[src/rtl/pc_sequencer_pkg.sv]
// Shared definitions for the PC sequencer: next-PC select encoding and
// default reset/exception vectors.
package pc_sequencer_pkg;

    // Next-PC source, listed from highest to lowest priority.
    typedef enum logic [2:0] {
        SEL_RST  = 3'd0,
        SEL_EXC  = 3'd1,
        SEL_HOLD = 3'd2,
        SEL_RET  = 3'd3,
        SEL_JMP  = 3'd4,
        SEL_BR   = 3'd5,
        SEL_SEQ  = 3'd6
    } pc_sel_t;

    localparam logic [31:0] PC_RESET_VEC = 32'h0000_0000;
    localparam logic [31:0] PC_EXC_VEC   = 32'h0000_0080;

endpackage

[src/rtl/pc_ras.sv]
// Circular return-address stack. A push while full overwrites the oldest
// entry; push and pop together act as a pop and flag an error.
module pc_ras #(
    parameter int WIDTH = 32,
    parameter int DEPTH = 4
) (
    input  logic             clk,
    input  logic             rst,
    input  logic             push,
    input  logic             pop,
    input  logic [WIDTH-1:0] din,
    output logic [WIDTH-1:0] top,
    output logic             empty,
    output logic             full,
    output logic             err
);
    import pc_sequencer_pkg::*;

    localparam int PTR_W = $clog2(DEPTH);
    localparam int CNT_W = PTR_W + 1;

    logic [WIDTH-1:0] mem [DEPTH];
    logic [PTR_W-1:0] ptr, ptr_n;
    logic [CNT_W-1:0] count, count_n;
    logic             err_n;
    logic             do_push;
    logic             empty_q, full_q, err_q;

    // Next pointer/occupancy and error detection for this cycle's request.
    always_comb begin
        ptr_n   = ptr;
        count_n = count;
        err_n   = 1'b0;
        do_push = 1'b0;
        if (pop) begin
            if (count != '0) begin
                ptr_n   = ptr - PTR_W'(1);
                count_n = count - CNT_W'(1);
            end else begin
                err_n = 1'b1;
            end
            if (push) err_n = 1'b1;
        end else if (push) begin
            do_push = 1'b1;
            ptr_n   = ptr + PTR_W'(1);
            if (count == CNT_W'(DEPTH)) err_n = 1'b1;
            else                        count_n = count + CNT_W'(1);
        end
    end

    // Pointer, occupancy and registered status flags.
    always_ff @(posedge clk) begin
        if (rst) begin
            ptr     <= '0;
            count   <= '0;
            empty_q <= 1'b1;
            full_q  <= 1'b0;
            err_q   <= 1'b0;
        end else begin
            ptr     <= ptr_n;
            count   <= count_n;
            empty_q <= (count_n == '0);
            full_q  <= (count_n == CNT_W'(DEPTH));
            err_q   <= err_n;
        end
    end

    // Entry storage; contents are don't-care while occupancy is zero.
    always_ff @(posedge clk) begin
        if (do_push) mem[ptr_n] <= din;
    end

    assign top   = mem[ptr];
    assign empty = empty_q;
    assign full  = full_q;
    assign err   = err_q;

endmodule

[src/rtl/pc_sequencer.sv]
// Program-counter sequencer: prioritised next-PC selection, PC register
// and a return-address stack for call/ret.
module pc_sequencer
    import pc_sequencer_pkg::*;
#(
    parameter int               WIDTH     = 32,
    parameter int               STEP      = 4,
    parameter logic [WIDTH-1:0] RESET_VEC = WIDTH'(PC_RESET_VEC),
    parameter logic [WIDTH-1:0] EXC_VEC   = WIDTH'(PC_EXC_VEC),
    parameter int               RAS_DEPTH = 4
) (
    input  logic             clk,
    input  logic             rst,
    input  logic             stall,
    input  logic             exc,
    input  logic             branch_en,
    input  logic [WIDTH-1:0] branch_tgt,
    input  logic             jump_en,
    input  logic             call,
    input  logic [WIDTH-1:0] jump_tgt,
    input  logic             ret,
    output logic [WIDTH-1:0] pc,
    output logic             ras_empty,
    output logic             ras_full,
    output logic             ras_err
);

    // Clears the low log2(STEP) bits so every target is step-aligned.
    localparam logic [WIDTH-1:0] ALIGN_MASK = ~(WIDTH'(STEP - 1));

    pc_sel_t          sel;
    logic [WIDTH-1:0] pc_next;
    logic [WIDTH-1:0] pc_seq;
    logic [WIDTH-1:0] ras_top;
    logic             active;
    logic             ras_push;
    logic             ras_pop;

    assign pc_seq   = pc + WIDTH'(STEP);
    assign active   = ~rst & ~exc & ~stall;
    assign ras_push = active & call;
    assign ras_pop  = active & ret;

    // Priority select: rst > exc > stall > ret > call/jump > branch > seq.
    always_comb begin
        sel = SEL_SEQ;
        if (rst)                    sel = SEL_RST;
        else if (exc)               sel = SEL_EXC;
        else if (stall)             sel = SEL_HOLD;
        else if (ret)               sel = ras_empty ? SEL_SEQ : SEL_RET;
        else if (call || jump_en)   sel = SEL_JMP;
        else if (branch_en)         sel = SEL_BR;
    end

    // Next-PC mux driven by the select above.
    always_comb begin
        pc_next = pc_seq;
        unique case (sel)
            SEL_RST:  pc_next = RESET_VEC;
            SEL_EXC:  pc_next = EXC_VEC & ALIGN_MASK;
            SEL_HOLD: pc_next = pc;
            SEL_RET:  pc_next = ras_top;
            SEL_JMP:  pc_next = jump_tgt & ALIGN_MASK;
            SEL_BR:   pc_next = branch_tgt & ALIGN_MASK;
            SEL_SEQ:  pc_next = pc_seq;
            default:  pc_next = pc_seq;
        endcase
    end

    // PC register; reset is folded into the select.
    always_ff @(posedge clk) begin
        pc <= pc_next;
    end

    pc_ras #(
        .WIDTH (WIDTH),
        .DEPTH (RAS_DEPTH)
    ) u_ras (
        .clk   (clk),
        .rst   (rst),
        .push  (ras_push),
        .pop   (ras_pop),
        .din   (pc_seq),
        .top   (ras_top),
        .empty (ras_empty),
        .full  (ras_full),
        .err   (ras_err)
    );

endmodule

[config.mk]
export PLATFORM = sky130hd
export DESIGN_NAME = pc_sequencer
export DESIGN_NICKNAME = d
export VERILOG_FILES = /design/src/rtl/pc_sequencer_pkg.sv /design/src/rtl/pc_ras.sv /design/src/rtl/pc_sequencer.sv
export SDC_FILE = /design/constraint.sdc
export NUM_CORES = 1
export LEC_CHECK = 0
export ABC_AREA = 1
export BUFFER_PORTS_ARGS = -buffer_cell sky130_fd_sc_hd__buf_2
export CORE_UTILIZATION = 40
export DETAILED_ROUTE_END_ITERATION = 8
export GPL_ROUTABILITY_DRIVEN = 0
export GPL_TIMING_DRIVEN = 0
export HOLD_SLACK_MARGIN = 0.15
export PLACE_DENSITY = 0.55
export SYNTH_ARGS = -nofsm -noshare
export SYNTH_HDL_FRONTEND = slang
export SYNTH_SLANG_ARGS = --single-unit
[constraint.sdc]
create_clock -name clk -period 2.4 [get_ports clk]
set_input_delay 0 -clock clk [delete_from_list [all_inputs] [get_ports clk]]
set_output_delay 0 -clock clk [all_outputs]
set_load 0.01 [all_outputs]
==> run summary, run 1 <==
Status = completed
CP max FO = 5
CTS tree = done
Vias in the first global route = 6460
Setup Skew = 0.0139 ns
Maximum VDD drop = 0.000472 V
Placed insts = 1219
CP startpoint kind = register
HP Start = exc
Main synth FF type = edfxtp_1
Row count = 51
Area of the core = 0.0198 mm2
Slowest cell delay on critical path = 0.56 ns
Worst EP required = 2.59 ns
Dpl hpwl = 17000 um
Vias = 6918
Fraction of layout cells with a size suffix above 1 = 19.8%
Most frequent cells in the layout = nand2_1 (283), edfxtp_1 (160), buf_2 (118)
Non-filler cells, final = 1328
Worst-path cell chain = ha_1 > nand2_1 > inv_1 > nand3_1 > nor2_1 > nand2_1 > nand3_1 > nand3_1 > dlygate4sd3_1
Register area share after synthesis = 60.7%
Setup Viol. Count Final = 0
Nets = 1126
Power Dens Cells = 659 mW/mm2
Post-route cell area = 0.0104 mm2
WL final = 25400 um
Reg-to-Reg End = pc[20]
Antenna violation net count after detailed routing = 0
Slew Viols, Final = 0
Crit end category = register
Max-cap viol count = 0
Hold_ws = 0.211 ns
Crit path max-delay cell type = dlygate4sd3_1
DR WL/cell = 19.1 um
Tot GR Track Use = 24.6%
CP Data Arrival Time = 2.52 ns
Initial antenna violation count = 0
Syn nets = 926
Pleak = 4.28 nW
Number of H-tree levels = 4
Max_slew headroom = 43.4%
Critical R2R Launch = pc[2]
Total grt overflow = 0
Period Utilization, post-route = 97.1%
Worst slew pin tran = 0.848 ns
Final min period = 2.33 ns
Placed instance area = 0.00907 mm2
#FFs+latches synth = 168
Post-synthesis instance area = 0.00818 mm2
Die Span Y = 145 um
Syn avg cell area = 9.62 um2
Kind of critical path = reg2reg
Critical Path End = pc[20]
Die area = 0.0210 mm2
TritonCTS Sinks = 168
Maximum clock rate = 429 MHz
Skew-Pair Late Insertion Delay = 0.45 ns
Util after Layout = 52.8%
Initial core utilization = 41.4%
Clock-pin slew on the worst setup and hold paths = 0.07 ns
Synth unique cells = 34
DRC = 0
Largest net degree at the start of global routing = 33
Most frequent cell on the critical path = nand3_1
# port buffers = 102
First-pass GRT wire length = 38200 um
Root Driver = clkbuf_16
Hold Vio Cnt, Final = 0
RSZ-0062 raised after global routing = yes
Yosys warns = 0
# diodes = 0
EDFF count, synth = 160
Setup_tns = 0 ns
Hold WC Path Type = in2reg
Clk buf depth = 2
Async SR Flop Fraction = 0%
Vias/cell = 5.21
Clock buffer count from CTS = 17
Fillers = 1841
DRT Pass-1 Iters = 6
Reg2Reg Depth = 9
Area Overhead vs Synth = 27.7%
Synth Instances = 850
Drt first-iter violations = 621
Reg-to-reg slack, setup = 0.07 ns
Commonest non-fill, non-tap cell in the layout = nand2_1
Critical path launch point = pc[2]
Num ports = 107
Die Wd = 145 um
==> routing by layer <==
layer	vias up	track usage [%]	wire length [um]	share of wire, %
li1	3335	-	-	-
met5	-	0	0	0
met3	32	4.12	1880	7.4
met2	289	37.8	11700	46
met4	0	8.24	444	1.8
met1	3262	35.2	11400	45
==> flip-flops by register name, indices dropped and copies added, names as in the netlist <==
name	flops
pc	32
u_ras.count	3
u_ras.empty	1
u_ras.err	1
u_ras.full	1
u_ras.mem	128
u_ras.ptr	2
==> report_power, final <==
part           total [W]  switching, W  internal [W]
combinational   0.000684      0.000412      0.000271
clock            0.00280       0.00124       0.00156
sequential       0.00340     0.0000860       0.00331
==> synthesized netlist by cell type, types with 2 or more instances <==
cell | instances | area [um2]
nand4_1 | 49 | 307
a31oi_1 | 2 | 12.5
buf_2 | 20 | 100
nor2_1 | 75 | 282
clkbuf_1 | 5 | 18.8
nor2_4 | 2 | 22.5
edfxtp_1 | 160 | 4800
a22o_1 | 10 | 87.6
nor3_1 | 3 | 15.0
inv_2 | 5 | 18.8
nand2_2 | 3 | 18.8
buf_6 | 2 | 22.5
inv_1 | 55 | 206
nor2_2 | 3 | 18.8
a21oi_1 | 8 | 40.0
ha_1 | 4 | 50.1
a22oi_1 | 14 | 105
dfxtp_1 | 8 | 160
o211ai_1 | 2 | 15.0
o21ai_0 | 17 | 85.1
nand3_2 | 2 | 20.0
xor2_1 | 4 | 35.0
nand3b_1 | 4 | 30.0
xnor2_1 | 8 | 70.1
nand2_1 | 285 | 1070
nand3_1 | 87 | 435
buf_4 | 6 | 45.0
==> what timing repair did <==
action                                 in CTS  in global routing
setup buffers                               0                 15
endpoints found under the hold margin      34                  0
cloned                                      0                  0
pin swaps                                   0                  1
hold buffers                               63                  0
setup endpoints to repair                  30                 44
resized for setup                           1                 19
==> final cells by class <==
class                           instances  area [um2]  share of cell area [%]
Sequential cell                       168        4960                    47.5
Multi-Input combinational cell        589        2830                    27.1
Timing Repair Buffer                  182        1300                    12.5
Clock buffer                           18         429                    4.11
Tap cell                              265         332                    3.17
Inverter                               60         230                    2.20
Buffer                                 32         191                    1.83
Clock inverter                         14         163                    1.56
==> stage by stage <==
step	setup WS (ns)	power, W
2_1_floorplan	0.307	0.00374
3_3_place_gp	-0.618	0.00403
3_5_place_dp	-0.0972	0.00403
4_1_cts	0.0252	0.00687
5_1_grt	-0.0442	0.00709
6_report	0.0699	0.00688
==> cells by family after synthesis <==
family / Yosys count / share of synthesized area, %
adder cells (fa/ha/maj): 4 / 0.612
AND/OR/NAND/NOR: 517 / 27.8
AO/OA/AOI/OAI: 56 / 4.59
buffers and inverters: 93 / 5.03
XOR/XNOR: 12 / 1.28
flip-flops: 168 / 60.7
==> worst min-delay path by stage <==
stage,to,slack (ns),cells after the start
2_1_floorplan,u_ras.count[0],0.07,1
3_3_place_gp,pc[10],0.29,3
3_5_place_dp,pc[14],0.29,3
4_1_cts,u_ras.count[0],0.20,5
5_1_grt,u_ras.count[0],0.24,5
6_report,u_ras.count[0],0.21,5
==> worst max-delay path, delay by kind of cell, from the launching register on <==
kind	cells	cell delay, ns
AND/OR/NAND/NOR	6	0.60
adder cells (fa/ha/maj)	1	0.32
buffers and inverters	2	0.72
flip-flops	1	0.45
(Power assumes the default switching activity.)
==> run 2, diff against run 1 <==
- ABC_CLOCK_PERIOD_IN_PS: not set -> 2400
- GPL_TIMING_DRIVEN: 0 -> not set
- SYNTH_HIERARCHICAL: not set -> 1
==> run summary, run 2 <==
Yosys warns = 6
Maximum VDD drop = 0.000507 V
# port buffers = 102
Post-synth top cells = edfxtp_1 (160), nand3_1 (157), nand2_1 (154)
WHS Path Cells = 7
Row count = 52
Area of the core = 0.0202 mm2
DRT Pass-1 Iters = 7
Hold Vio Cnt, Final = 0
Clock buffer count from CTS = 17
Kind of critical path = reg2reg
CP startpoint kind = register
Setup Skew = 0.0113 ns
CP max FO = 5
Vias in the first global route = 6498
HP Start = ret
Final min period = 2.30 ns
Pre-CTS setup slack = 0.302 ns
Main synth FF type = edfxtp_1
Num ports = 107
Clk buf depth = 2
Largest register by flop count = u_ras/mem
First-pass GRT wire length = 38200 um
Skew-Pair Late Insertion Delay = 0.43 ns
Post-route cell area = 0.0104 mm2
Maximum clock rate = 436 MHz
Fraction of layout cells with a size suffix above 1 = 20.9%
Area Overhead vs Synth = 26.2%
Max_slew headroom = 61.8%
RSZ-0062 raised after global routing = no
Cell taking the most area after synthesis = edfxtp_1
Hold WC Path Type = in2reg
Initial antenna violation count = 0
Status = completed
CTS tree = done
Worst EP required = 2.58 ns
Synth Instances = 824
TritonCTS Sinks = 168
Util after Layout = 51.6%
Final worst setup slack = 0.105 ns
Syn avg cell area = 10.0 um2
Critical path launch point = pc[3]
Most frequent cell after synthesis = edfxtp_1
Max-cap viol count = 0
Hold Path Sink = u_ras/ptr[1]
Die Span Y = 146 um
Initial core utilization = 40.9%
Largest net degree at the start of global routing = 61
Setup Viol. Count Final = 0
#FFs+latches synth = 168
Placed instance area = 0.00908 mm2
Critical R2R Launch = pc[3]
Die Wd = 146 um
Placed insts = 1168
Number of flip-flops in the largest register = 128
Tot GR Track Use = 24.1%
Synth unique cells = 30
Share of the synthesized area in the top cell type = 58.0%
DR WL/cell = 20.0 um
Reg-to-Reg End = pc[22]
Die area = 0.0213 mm2
Clock-pin slew on the worst setup and hold paths = 0.08 ns
Post-synthesis instance area = 0.00828 mm2
Antenna violation net count after detailed routing = 0
Ranking of synthesized cells by area = edfxtp_1 (58%), nand3_1 (9.5%), nand4_1 (7.4%)
Vias/cell = 5.55
Top flop regs = u_ras/mem x128, pc x32, u_ras/count x3
Period Utilization, post-route = 95.6%
Vias = 7072
Slew Viols, Final = 0
Pleak = 3.96 nW
Number of H-tree levels = 4
Crit end category = register
Commonest non-fill, non-tap cell in the layout = edfxtp_1
Total grt overflow = 0
Reg2Reg Depth = 9
# diodes = 0
WL final = 25500 um
Register area share after synthesis = 60.0%
Most frequent cells in the layout = edfxtp_1 (160), nand3_1 (157), nand2_1 (153)
Syn nets = 900
EDFF count, synth = 160
Power Dens Cells = 678 mW/mm2
CP Data Arrival Time = 2.47 ns
Drt first-iter violations = 577
Worst slew pin tran = 0.572 ns
DRC = 0
Non-filler cells, final = 1275
Async SR Flop Fraction = 0%
Root Driver = clkbuf_16
Reg-to-reg slack, setup = 0.10 ns
Dpl hpwl = 16200 um
Nets = 1068
Setup_tns = 0 ns
## run 2: worst max path at each step
stage | cells after the start | to | slack [ns]
2_1_floorplan | 8 | pc[10] | 0.40
3_3_place_gp | 5 | u_ras/mem[0][10] | 0.33
3_5_place_dp | 6 | pc[18] | 0.30
4_1_cts | 8 | pc[22] | 0.02
5_1_grt | 10 | pc[9] | 0.0008
6_report | 9 | pc[22] | 0.10
## run 2: cell families after synthesis
family / synth area share (%)
simple gates: 28.5
flops: 60.0
compound gates: 3.96
xor+xnor: 0.831
fa+ha+maj: 0.605
buf+inv: 6.15
## run 2: final cells by class
class | count | area, um2
Tap cell | 270 | 338
Inverter | 59 | 224
Clock buffer | 17 | 425
Multi-Input combinational cell | 544 | 2830
Clock inverter | 15 | 179
Fill cell | 1843 | 9790
Timing Repair Buffer | 202 | 1490
Sequential cell | 168 | 4970
## run 2: worst max-delay path: stages (launching register included)
cell	delay, ns
edfxtp_1	0.46
ha_1	0.29
nand2_1	0.09
nor2_2	0.17
nand2_1	0.08
nand2_1	0.06
nand2_1	0.12
nand2_1	0.09
nand4_1	0.09
dlygate4sd3_1	0.58
## run 2: through the flow
step	power (W)	hold slack, ns
after floorplan	0.00387	0.0713
after global placement	0.00421	0.319
after detailed placement	0.00421	0.324
after CTS	0.00707	0.151
after global routing	0.00731	0.205
final	0.00708	0.176
## run 2: report_power, final
part / switching (W) / total, W / internal, W
Combinational: 0.000505 / 0.000823 / 0.000318
Clock: 0.00130 / 0.00280 / 0.00150
Sequential: 0.000111 / 0.00346 / 0.00335
Total: 0.00192 / 0.00708 / 0.00516
## run 2: routing by layer
layer / GRT usage (%) / up-vias / part of all wire [%]
li1: - / 3336 / -
met1: 33.0 / 3409 / 44
met2: 39.7 / 301 / 48
met3: 3.64 / 26 / 6.5
met4: 6.79 / 0 / 1.2
met5: 0 / - / 0
## run 2: repair_timing
| action | CTS | global route |
|---|---|---|
| hold buffers | 62 | 0 |
| buffers inserted | 0 | 13 |
| resized for setup | 0 | 13 |
| endpoints found under the setup margin | 0 | 8 |
| hold endpoints to repair | 37 | 0 |
